<file path="config.mk">
export PLATFORM = sky130hd
export DESIGN_NAME = debounce_multi
export DESIGN_NICKNAME = d
export VERILOG_FILES = /design/src/rtl/debounce_pkg.sv /design/src/rtl/debounce_ch.sv /design/src/rtl/debounce_multi.sv
export SDC_FILE = /design/constraint.sdc
export NUM_CORES = 1
export LEC_CHECK = 0
export CAP_MARGIN = 10
export CORE_ASPECT_RATIO = 1.4
export CORE_MARGIN = 2
export CORE_UTILIZATION = 56
export CTS_CLUSTER_DIAMETER = 100
export CTS_CLUSTER_SIZE = 24
export DETAILED_ROUTE_END_ITERATION = 7
export PLACE_DENSITY = 0.79
export SYNTH_ARGS = -nofsm -noshare
export SYNTH_HDL_FRONTEND = slang
export SYNTH_SLANG_ARGS = --single-unit
</file>
<file path="constraint.sdc">
create_clock -name clk -period 1.85 [get_ports clk]
set_clock_uncertainty 0.05 [all_clocks]
set_input_delay 0.37 -clock clk [delete_from_list [all_inputs] [get_ports clk]]
set_output_delay 0.37 -clock clk [all_outputs]
set_load 0.01 [all_outputs]
</file>
<file path="src/rtl/debounce_pkg.sv">
// Shared types and elaboration-time helpers for the multi-channel debouncer.
// Imported by debounce_ch and debounce_multi.
package debounce_pkg;

  typedef enum logic [1:0] {
    DB_IDLE   = 2'd0,
    DB_ARM_HI = 2'd1,
    DB_HELD   = 2'd2,
    DB_ARM_LO = 2'd3
  } deb_state_t;

  // Bits needed to hold every value in 0..max_val (never less than 1).
  function automatic int cnt_width(input int max_val);
    return (max_val < 1) ? 1 : $clog2(max_val + 1);
  endfunction

  function automatic bit params_legal(input int db_cycles, input int sync_stages,
                                      input int repeat_delay, input int repeat_rate);
    return (db_cycles >= 1) && (sync_stages >= 2) &&
           (repeat_delay >= 1) && (repeat_rate >= 1);
  endfunction

endpackage

</file>
<file path="src/rtl/debounce_ch.sv">
// One debouncer channel: input synchroniser, symmetric press/release debounce FSM
// and optional typematic repeat. The release strobe is named rel because release is a reserved word.
module debounce_ch
  import debounce_pkg::*;
#(
  parameter int DB_CYCLES    = 1000000,
  parameter int SYNC_STAGES  = 2,
  parameter int REPEAT_EN    = 1,
  parameter int REPEAT_DELAY = 50000000,
  parameter int REPEAT_RATE  = 10000000
) (
  input  logic clk,
  input  logic rst,
  input  logic undeb,
  output logic deb,
  output logic press,
  output logic rel,
  output logic rpt
);

  localparam int DW = cnt_width(DB_CYCLES);
  localparam logic [DW-1:0] DB_MAX = DW'(DB_CYCLES);

  if (!params_legal(DB_CYCLES, SYNC_STAGES, REPEAT_DELAY, REPEAT_RATE)) begin : g_bad_params
    $error("debounce_ch: DB_CYCLES, REPEAT_DELAY, REPEAT_RATE must be >= 1 and SYNC_STAGES >= 2");
  end

  logic [SYNC_STAGES-1:0] sync_reg;
  logic                   s;
  deb_state_t             state_reg, state_next;
  logic [DW-1:0]          dcnt_reg, dcnt_next;
  logic                   deb_reg, deb_next;
  logic                   press_reg, press_next;
  logic                   rel_reg, rel_next;
  logic                   held_entry;
  logic                   held_stay;

  always_ff @(posedge clk) begin
    if (rst) begin
      sync_reg <= '0;
    end else begin
      sync_reg <= {sync_reg[SYNC_STAGES-2:0], undeb};
    end
  end

  assign s = sync_reg[SYNC_STAGES-1];

  always_ff @(posedge clk) begin
    if (rst) begin
      state_reg <= DB_IDLE;
      dcnt_reg  <= '0;
      deb_reg   <= 1'b0;
      press_reg <= 1'b0;
      rel_reg   <= 1'b0;
    end else begin
      state_reg <= state_next;
      dcnt_reg  <= dcnt_next;
      deb_reg   <= deb_next;
      press_reg <= press_next;
      rel_reg   <= rel_next;
    end
  end

  // Both ARM states count consecutive cycles at the new level; any return aborts the edge.
  always_comb begin
    state_next = state_reg;
    dcnt_next  = dcnt_reg;
    press_next = 1'b0;
    rel_next   = 1'b0;
    held_entry = 1'b0;
    held_stay  = 1'b0;
    case (state_reg)
      DB_IDLE: begin
        if (s) begin
          state_next = DB_ARM_HI;
          dcnt_next  = DW'(1);
        end
      end
      DB_ARM_HI: begin
        if (!s) begin
          state_next = DB_IDLE;
          dcnt_next  = '0;
        end else if (dcnt_reg == DB_MAX) begin
          state_next = DB_HELD;
          dcnt_next  = '0;
          press_next = 1'b1;
          held_entry = 1'b1;
        end else if (dcnt_reg != DB_MAX) begin
          dcnt_next = dcnt_reg + DW'(1);
        end
      end
      DB_HELD: begin
        if (!s) begin
          state_next = DB_ARM_LO;
          dcnt_next  = DW'(1);
        end else begin
          held_stay = 1'b1;
        end
      end
      DB_ARM_LO: begin
        if (s) begin
          state_next = DB_HELD;
          dcnt_next  = '0;
        end else if (dcnt_reg == DB_MAX) begin
          state_next = DB_IDLE;
          dcnt_next  = '0;
          rel_next   = 1'b1;
        end else begin
          dcnt_next = dcnt_reg + DW'(1);
        end
      end
      default: begin
        state_next = DB_IDLE;
        dcnt_next  = '0;
      end
    endcase
  end

  assign deb_next = (state_next == DB_HELD) || (state_next == DB_ARM_LO);
  assign deb      = deb_reg;
  assign press    = press_reg;
  assign rel      = rel_reg;

  if (REPEAT_EN != 0) begin : g_rpt
    localparam int RMAX = (REPEAT_DELAY > REPEAT_RATE) ? REPEAT_DELAY : REPEAT_RATE;
    localparam int RW   = cnt_width(RMAX);

    logic [RW-1:0] rcnt_reg;
    logic [RW-1:0] rcnt_limit;
    logic          first_done_reg;
    logic          rpt_reg;

    // The first interval is measured from the press, later ones from the previous pulse.
    assign rcnt_limit = first_done_reg ? RW'(REPEAT_RATE - 1) : RW'(REPEAT_DELAY - 1);

    always_ff @(posedge clk) begin
      if (rst) begin
        rcnt_reg       <= '0;
        first_done_reg <= 1'b0;
        rpt_reg        <= 1'b0;
      end else begin
        rpt_reg <= 1'b0;
        if (held_entry) begin
          rcnt_reg       <= '0;
          first_done_reg <= 1'b0;
        end else if (held_stay) begin
          if (rcnt_reg == rcnt_limit) begin
            rcnt_reg       <= '0;
            first_done_reg <= 1'b1;
            rpt_reg        <= 1'b1;
          end else begin
            rcnt_reg <= rcnt_reg + RW'(1);
          end
        end
      end
    end

    assign rpt = rpt_reg;
  end else begin : g_no_rpt
    logic unused_rpt_ctl;
    assign unused_rpt_ctl = held_entry ^ held_stay;
    assign rpt            = 1'b0;
  end

endmodule

</file>
<file path="src/rtl/debounce_multi.sv">
// N-channel push-button/switch debouncer: independent debounce_ch instances
// packed onto vector ports. rel[i] is the one-cycle release strobe of channel i.
module debounce_multi
  import debounce_pkg::*;
#(
  parameter int N_CH         = 5,
  parameter int DB_CYCLES    = 1000000,
  parameter int SYNC_STAGES  = 2,
  parameter int REPEAT_EN    = 1,
  parameter int REPEAT_DELAY = 50000000,
  parameter int REPEAT_RATE  = 10000000
) (
  input  logic            clk,
  input  logic            rst,
  input  logic [N_CH-1:0] undeb,
  output logic [N_CH-1:0] deb,
  output logic [N_CH-1:0] press,
  output logic [N_CH-1:0] rel,
  output logic [N_CH-1:0] rpt
);

  if (N_CH < 1) begin : g_bad_nch
    $error("debounce_multi: N_CH must be >= 1");
  end

  genvar gi;
  generate
    for (gi = 0; gi < N_CH; gi++) begin : g_ch
      debounce_ch #(
        .DB_CYCLES   (DB_CYCLES),
        .SYNC_STAGES (SYNC_STAGES),
        .REPEAT_EN   (REPEAT_EN),
        .REPEAT_DELAY(REPEAT_DELAY),
        .REPEAT_RATE (REPEAT_RATE)
      ) u_ch (
        .clk  (clk),
        .rst  (rst),
        .undeb(undeb[gi]),
        .deb  (deb[gi]),
        .press(press[gi]),
        .rel  (rel[gi]),
        .rpt  (rpt[gi])
      );
    end
  endgenerate

endmodule
</file>
==> results of run 1 <==
## worst min-delay path, cell delays in order
cell,delay [ns]
buf_2,0.14
nor3_2,0.10
nand2_1,0.07
nand3_1,0.05
## repair_timing
action / 4_1_cts / 5_1_grt
endpoints found under the setup margin: 120 / 210
pin swaps: 16 / 57
gates resized for setup: 36 / 162
setup buffers: 6 / 11
gates cloned: 3 / 10
## layout by cell type (no fill, tap or decap), types with 39 or more instances in the layout
master and instances:
nor2_1 174, o21ai_0 39, xnor2_1 43, and3_1 39
a21oi_1 55, nand2_1 119, nand3_1 103, buf_4 200
nand4_1 69, inv_1 41, dfxtp_1 244, xor2_1 111
## stage by stage
stage               total power, mW  setup slack, ns  utilization, %  hold slack [ns]
global route                   10.0           -0.139            70.1            0.288
floorplan                      6.28          0.00453               -            0.364
CTS                            9.75          -0.0281            67.0            0.286
finish                         9.74           -0.108            70.1            0.237
global placement               6.40           -0.145            64.3            0.372
detailed placement             6.41           -0.144            64.3            0.376
## routing by layer
metal,up-vias,share of wire [%],global-route usage [%]
met5,-,0,0
met2,265,54,46.7
met4,0,2.9,9.05
met1,5711,40,26.5
met3,83,2.9,2.25
li1,5811,-,-
## layout make-up
| class | count | area share (%) |
|---|---|---|
| multi-input cells | 1141 | 47.3 |
| flip-flops and latches | 275 | 34.0 |
| clock buffers | 15 | 2.30 |
| clock inverters | 1 | 0.0996 |
| well taps | 306 | 2.34 |
| repair buffers | 251 | 12.9 |
| inverters | 46 | 1.06 |
## worst min path at each step
stage / from / to / slack (ns) / cells past startpoint
global route: rst / g_ch[4].u_ch.dcnt_reg[18] / 0.29 / 4
floorplan: g_ch[0].u_ch.sync_reg[0] / g_ch[0].u_ch.sync_reg[1] / 0.36 / 1
global placement: g_ch[2].u_ch.sync_reg[0] / g_ch[2].u_ch.sync_reg[1] / 0.37 / 1
CTS: rst / g_ch[4].u_ch.dcnt_reg[18] / 0.29 / 4
finish: rst / g_ch[4].u_ch.dcnt_reg[18] / 0.24 / 4
detailed placement: g_ch[2].u_ch.sync_reg[0] / g_ch[2].u_ch.sync_reg[1] / 0.38 / 1
## power by group
part           leakage [nW]  internal [mW]  switching [mW]  total (mW)
sequential             2.23           5.93          0.0155        5.95
combinational          3.67          0.170           0.230       0.400
clock                 0.192           1.48            1.91        3.39
## cell families after synthesis
logic type	after synthesis	synth area share [%]
buf+inv	121	4.97
flops	275	41.5
mux	11	0.830
compound gates	189	9.18
xor+xnor	158	10.6
simple gates	768	31.5
fa+ha+maj	15	1.41
==> impl_metrics.json, run 1 <==
{
  "path_clk_slew_ns": 0.09,
  "viasPerCell": 5.83,
  "hold_path_class": "in -> reg",
  "p_leak_nw": 6.10,
  "syn_inst": 1537,
  "placeableCoreArea_um2": 23300,
  "timing.final.ws_setup_ns": -0.108,
  "setup_tns_ns": -2.65,
  "postRouteAntennaNets": 0,
  "initial_core_util_pct": 57.0,
  "tritoncts": "done",
  "synth.yosys.warnings": 0,
  "async_reset_ff_share_pct": 0,
  "dpl_cell_area_um2": 15000,
  "period_share_pct": 106,
  "cpPeakStageDelay_ns": 0.53,
  "crit_end": "g_ch[0].u_ch.g_rpt.first_done_reg",
  "dr.pass1.iters": 7,
  "r2r_start": "g_ch[0].u_ch.g_rpt.rcnt_reg[7]",
  "stdcell_count": 2035,
  "max_freq_mhz": 511,
  "max-slew-margin-rel_pct": 65.8,
  "sequential_cell_area_um2": 5550,
  "die_height_um": 186,
  "final_design_area_no_fill_um2": 16300,
  "cts_made_buffers": 15,
  "grt_antenna_before_repair": 0,
  "cts-root-buf": "clkbuf_16",
  "ir_drop_mv": 0.819,
  "end_kind": "flip-flop",
  "rows": 66,
  "die_area_um2": 25000,
  "drv_slew": 0,
  "grt_overflow": 0,
  "drcViolationCount": 0,
  "synth.top_cells.by_count": "dfxtp_1, nor2_1, nand2_1",
  "synth-seq-cells": 275,
  "cts_buffer_depth": 3,
  "synthesis.area_um2": 13300,
  "required_ns": 2.21,
  "worstSetupStartpointType": "flip-flop",
  "cts.sinks": 275,
  "antennaDiodeCount": 0,
  "ys_types": 71,
  "drt_iter0_drc": 720,
  "grt_pass1_vias": 11400,
  "synthFlopType": "dfxtp_1",
  "critPathArrivalTime_ns": 2.31,
  "chipWidth_um": 134,
  "min_period_ns": 1.96,
  "power_density_nw_per_um2": 596,
  "grt_setup_unrepaired": "yes",
  "yosys.area.top_type": "dfxtp_1",
  "crit_chain": "or4b_1 > a211oi_2 > o2111ai_2 > buf_4 > buf_4 > a21oi_1",
  "syn_nets": 1559,
  "synth.area.top_cells": "dfxtp_1, xor2_1, nor2_1",
  "critical_path.most_common_cell": "buf_4",
  "htreeDepth": 1,
  "dp_hpwl_um": 21300,
  "tightestPinTransition_ns": 0.509,
  "syn_area_per_cell_um2": 8.63,
  "setup_viol": 59,
  "synth.most_common_cell": "dfxtp_1",
  "synth.top_cell.area_share_pct": 41.5,
  "rrSetupSlack_ns": -0.11,
  "wl_per_cell_um": 15.8,
  "place_inst": 1993,
  "yosysSeqAreaShare_pct": 41.5,
  "r2r_end": "g_ch[0].u_ch.g_rpt.first_done_reg",
  "critical_path_buf_inv_count": 2,
  "status": "finished, violations left",
  "path_depth": 6,
  "layout-drive-gt1-share_pct": 23.5,
  "cpMaxStageDelayCell": "or4b_1",
  "numPortBuffers": 26,
  "multi_input_area_um2": 7730,
  "n_fill_cell": 1735,
  "grtUsageTotal_pct": 23.9,
  "place.gp.congestion": 0.871,
  "hold_violations": 0,
  "syn_to_final_growth_pct": 23.0,
  "cp_max_fo": 2,
  "crit_type": "reg -> reg",
  "hold_buffers": 0,
  "vias": 11900,
  "largest_reg_flops": 130,
  "io_pins": 27,
  "grt_first_pass_wirelength_um": 50900,
  "wirelength_um": 32100,
  "cap_viol_max_count": 0,
  "violations": "negative setup slack",
  "insertion_delay_ns": 0.50,
  "final_nets": 1752,
  "ff2ff_path_depth": 6,
  "synth-edff-count": 0,
  "grt_max_degree": 26,
  "path_delay_family": "compound AO/OA/AOI/OAI gates",
  "startpoint": "g_ch[0].u_ch.g_rpt.rcnt_reg[7]"
}
No activity file was read; power rests on OpenSTA's default activity.
==> run 2, diff against run 1 <==
Settings changed: CTS_CLUSTER_SIZE 24 to 10.
==> run 2 against run 1 <==
The flow still finishes with violations (negative setup slack). Clock power rose by 53%. Power rose by 19%. Critical path depth up 2. Largest power group unchanged. Non-clock buffer count grew 9.
==> impl_metrics.json, run 2 (synthesis results as in run 1) <==
{
  "grt_antenna_before_repair": 0,
  "rrSetupSlack_ns": -0.16,
  "met1_usage_pct": 26.9,
  "grt_max_degree": 26,
  "ir_drop_mv": 0.759,
  "cpPeakStageDelay_ns": 0.36,
  "cts-root-buf": "clkbuf_16",
  "critPathArrivalTime_ns": 2.40,
  "final_common_cell": "dfxtp_1",
  "grt_first_pass_wirelength_um": 52500,
  "max_freq_mhz": 498,
  "cp_max_fo": 6,
  "grt_setup_unrepaired": "yes",
  "viasPerCell": 5.92,
  "htreeDepth": 1,
  "die_height_um": 186,
  "max-slew-margin-rel_pct": 65.3,
  "use_met3_pct": 2.87,
  "layout-drive-gt1-share_pct": 26.4,
  "dp_hpwl_um": 21300,
  "end_kind": "flip-flop",
  "placeableCoreArea_um2": 23300,
  "postRouteAntennaNets": 0,
  "cts_buffer_depth": 3,
  "antennaDiodeCount": 0,
  "violations": "negative setup slack",
  "die_area_um2": 25000,
  "cap_viol_max_count": 0,
  "multi_input_area_um2": 7900,
  "tritoncts": "done",
  "min_period_ns": 2.01,
  "n_fill_cell": 1578,
  "drcViolationCount": 0,
  "status": "finished, violations left",
  "cts.sinks": 275,
  "layout_common_cells": "dfxtp_1, buf_4, nor2_1",
  "timing.final.ws_setup_ns": -0.160,
  "final_nets": 1777,
  "vias": 12200,
  "pre_cts_slack_ns": -0.144,
  "power_density_nw_per_um2": 679,
  "worstSetupStartpointType": "flip-flop",
  "crit_chain": "ha_4 > nand3_2 > nor4_2 > buf_4 > o2111ai_2 > o211ai_4 > clkbuf_16 > nor2_1",
  "grt_util_met2_pct": 48.8,
  "critical_path_buf_inv_count": 2,
  "insertion_delay_ns": 0.55,
  "grt_overflow": 0,
  "place.gp.congestion": 0.871,
  "tightestPinTransition_ns": 0.516,
  "crit_type": "reg -> reg",
  "wirelength_um": 34800,
  "chipWidth_um": 134,
  "path_delay_family": "simple AND/OR/NAND/NOR gates",
  "grtUsageTotal_pct": 24.7,
  "dr.pass1.iters": 5,
  "largest_reg_flops": 130,
  "wl_per_cell_um": 16.9,
  "initial_core_util_pct": 57.0,
  "p_leak_nw": 6.48,
  "grt_pass1_vias": 11700,
  "hold_path_class": "in -> reg",
  "drv_slew": 0,
  "path_clk_slew_ns": 0.06,
  "hold_violations": 0,
  "rows": 66,
  "numPortBuffers": 26,
  "grt.busiest_layer": "met2",
  "period_share_pct": 109,
  "hold_buffers": 0,
  "sequential_cell_area_um2": 5560,
  "drt_iter0_drc": 664,
  "io_pins": 27,
  "required_ns": 2.24,
  "final_design_area_no_fill_um2": 17000,
  "cpMaxStageDelayCell": "dfxtp_2",
  "dpl_cell_area_um2": 15000,
  "setup_viol": 93,
  "syn_to_final_growth_pct": 28.4,
  "cts_made_buffers": 31
}
run 2: worst paths after layout:
| check | startpoint | endpoint | cells after the start |
|---|---|---|---|
| worst min-delay path | rst | g_ch[4].u_ch.dcnt_reg[18] | 4 |
| worst max register to register | g_ch[0].u_ch.g_rpt.rcnt_reg[0] | g_ch[0].u_ch.g_rpt.rcnt_reg[19] | 8 |
| worst min register to register | g_ch[3].u_ch.sync_reg[0] | g_ch[3].u_ch.sync_reg[1] | 1 |
| worst max-delay path | g_ch[0].u_ch.g_rpt.rcnt_reg[0] | g_ch[0].u_ch.g_rpt.rcnt_reg[19] | 8 |
run 2: layout make-up:
cell class                      instances  area share, %
Tap cell                              306           2.25
Multi-Input combinational cell       1141           46.4
Sequential cell                       275           32.6
Clock buffer                           31           4.55
Clock inverter                          2         0.0954
Timing Repair Buffer                  260           13.1
Inverter                               46           1.01
run 2: report_power, final:
group	internal, mW	total [mW]	switching, mW
registers	5.94	5.96	0.0158
clock network	2.92	5.17	2.25
logic	0.189	0.442	0.253
total	9.05	11.6	2.52
run 2: tightest hold or removal path: stages:
cell and delay [ns]:
buf_2 0.13, nor3_2 0.10, nand2_1 0.07, nand3_1 0.05
run 2: timing repair:
action	CTS	global route
setup endpoints to repair	122	214
buffers inserted	6	19
pin swaps	12	73
gates cloned	3	11
resized for setup	34	229
run 2: metrics by stage:
step / util [%] / hold slack, ns / std cells / setup TNS (ns) / total power, mW
floorplan: - / 0.364 / 1537 / 0 / 6.28
global placement: 64.3 / 0.372 / 1993 / -2.60 / 6.40
detailed placement: 64.3 / 0.376 / 1993 / -5.12 / 6.41
CTS: 68.7 / 0.219 / 2035 / -0.0205 / 11.5
global route: 73.2 / 0.221 / 2061 / -13.75 / 11.9
finish: 73.2 / 0.178 / 2061 / -8.58 / 11.6
run 2: per-layer routing:
layer | vias up | routed length, um
li1 | 5855 | -
met3 | 101 | 1300
met5 | - | 0
met4 | 0 | 1180
met1 | 5906 | 13300
met2 | 332 | 19000
==> run 3, diff against run 2 <==
Settings changed: PLACE_DENSITY 0.79 to 0.83.
==> run 3 against run 2 <==
The run still ends with negative setup slack left. Combinational power fell by 14%. Setup slack better by 0.0031 ns. Non-clock buffer count fell by 16. Count of clock-buffer cells in the layout is the same. Largest cell class unchanged.
==> impl_metrics.json, run 3 (synthesis results as in run 1) <==
{
  "status": "finished, violations left",
  "violations": "negative setup slack",
  "grt_setup_unrepaired": "yes",
  "required_ns": 2.23,
  "placeableCoreArea_um2": 23300,
  "die_height_um": 186,
  "cp_max_fo": 12,
  "max-slew-margin-rel_pct": 61.6,
  "insertion_delay_ns": 0.55,
  "cts_buffer_depth": 3,
  "p_seq_share_pct": 51.9,
  "hold_violations": 0,
  "ir_drop_mv": 0.849,
  "grt_pass1_vias": 11700,
  "cap_viol_max_count": 0,
  "final_util_pct": 71.5,
  "netSwitchingFraction_pct": 21.4,
  "viasPerCell": 5.98,
  "drt_iter0_drc": 868,
  "timing.final.ws_setup_ns": -0.157,
  "grt_antenna_before_repair": 0,
  "setup_viol": 69,
  "grtUsageTotal_pct": 24.4,
  "initial_core_util_pct": 57.0,
  "total_power_mw": 11.5,
  "place.gp.congestion": 0.862,
  "hold_path_class": "in -> reg",
  "grt_overflow": 0,
  "dp_hpwl_um": 21100,
  "pre_cts_slack_ns": -0.119,
  "vias": 12200,
  "rows": 66,
  "wl_per_cell_um": 16.5,
  "drv_slew": 0,
  "path_clk_slew_ns": 0.06,
  "layout_common_cells": "dfxtp_1, buf_4, nor2_1",
  "p_leak_nw": 6.34,
  "wirelength_um": 33800,
  "cts_made_buffers": 31,
  "power_density_nw_per_um2": 690,
  "crit_chain": "or4b_4 > a211oi_4 > o2111ai_4 > o211ai_4 > clkbuf_16 > nor2_1",
  "grt_first_pass_wirelength_um": 52000,
  "min_period_ns": 2.01,
  "numPortBuffers": 26,
  "stdcell_count": 2045,
  "antennaDiodeCount": 0,
  "tritoncts": "done",
  "final_nets": 1761,
  "syn_to_final_growth_pct": 25.4,
  "power_frac_comb_pct": 3.3,
  "dr.pass1.iters": 5,
  "worstSetupStartpointType": "flip-flop",
  "period_share_pct": 108,
  "p_sw_mw": 2.46,
  "tightestPinTransition_ns": 0.569,
  "max_freq_mhz": 498,
  "io_pins": 27,
  "end_kind": "flip-flop",
  "drcViolationCount": 0,
  "place_inst": 1991,
  "cpMaxStageDelayCell": "or4b_4",
  "cpPeakStageDelay_ns": 0.54,
  "largest_reg_flops": 130,
  "crit_type": "reg -> reg",
  "p_int_mw": 9.03,
  "layout-drive-gt1-share_pct": 22.8,
  "cts-root-buf": "clkbuf_16",
  "grt_max_degree": 31,
  "chipWidth_um": 134,
  "critPathArrivalTime_ns": 2.39,
  "htreeDepth": 1,
  "final_common_cell": "dfxtp_1",
  "clkPwrFrac_pct": 44.8,
  "die_area_um2": 25000,
  "cts.sinks": 275,
  "postRouteAntennaNets": 0
}
## run 3: changes by cell type in the layout (fill, tap and decap cells not counted), moves of 9 or more
cell / previous run / this run
nor2_2: 24 / 6
buf_6: 22 / 8
dfxtp_1: 242 / 256
dfxtp_2: 28 / 19
nor2_1: 152 / 185
nor2_4: 26 / 11
## run 3: layout make-up
| class | instances | area [um2] |
|---|---|---|
| Inverter | 46 | 173 |
| Sequential cell | 275 | 5530 |
| Fill cell | 1574 | 6650 |
| Multi-Input combinational cell | 1141 | 7660 |
| Clock buffer | 31 | 776 |
| Clock inverter | 2 | 16.3 |
| Timing Repair Buffer | 244 | 2100 |
| Tap cell | 306 | 383 |
## run 3: metal layers
layer / wire [um] / GRT usage [%] / up-vias
li1: - / - / 5829
met2: 18100 / 47.9 / 382
met4: 1220 / 10.1 / 0
met1: 13100 / 26.3 / 5910
met3: 1440 / 2.98 / 110
met5: 0 / 0 / -
## run 3: worst max-delay path, delay by kind of cell, from the launching register on
family	cells	cell delay [ns]
AND/OR/NAND/NOR	2	0.60
AO/OA/AOI/OAI	3	0.69
flip-flops	1	0.32
buffers and inverters	1	0.23
## run 3: worst paths after layout
| check | end | cells after the start | from | slack (ns) |
|---|---|---|---|---|
| worst max register to register | g_ch[0].u_ch.g_rpt.rcnt_reg[14] | 6 | g_ch[0].u_ch.g_rpt.rcnt_reg[24] | -0.16 |
| worst max-delay path | g_ch[0].u_ch.g_rpt.rcnt_reg[14] | 6 | g_ch[0].u_ch.g_rpt.rcnt_reg[24] | -0.16 |
| worst min register to register | g_ch[3].u_ch.sync_reg[1] | 1 | g_ch[3].u_ch.sync_reg[0] | 0.40 |
| worst min-delay path | g_ch[2].u_ch.deb | 3 | rst | 0.19 |
## run 3: power groups by stage
stage | registers [mW] | logic (mW) | clock network (mW)
2_1_floorplan | 6.09 | 0.196 | 0
3_3_place_gp | 6.09 | 0.312 | 0
3_5_place_dp | 6.09 | 0.320 | 0
4_1_cts | 5.96 | 0.324 | 5.22
5_1_grt | 5.96 | 0.407 | 5.46
6_report | 5.96 | 0.381 | 5.14
## run 3: what timing repair did
item,in CTS,in global routing
pin swaps,3,46
gates resized for setup,21,141
cloned,0,7
setup buffers,2,13
endpoints found under the setup margin,81,231
hold buffers,0,0
## run 3: stage by stage
| step | hold WS (ns) | TNS (ns) | cell area, um2 |
|---|---|---|---|
| 2_1_floorplan | 0.364 | 0 | 13300 |
| 3_3_place_gp | 0.369 | -2.80 | 15000 |
| 3_5_place_dp | 0.389 | -5.17 | 15000 |
| 4_1_cts | 0.159 | -1.98 | 15900 |
| 5_1_grt | 0.181 | -12.97 | 16600 |
| 6_report | 0.192 | -5.95 | 16600 |
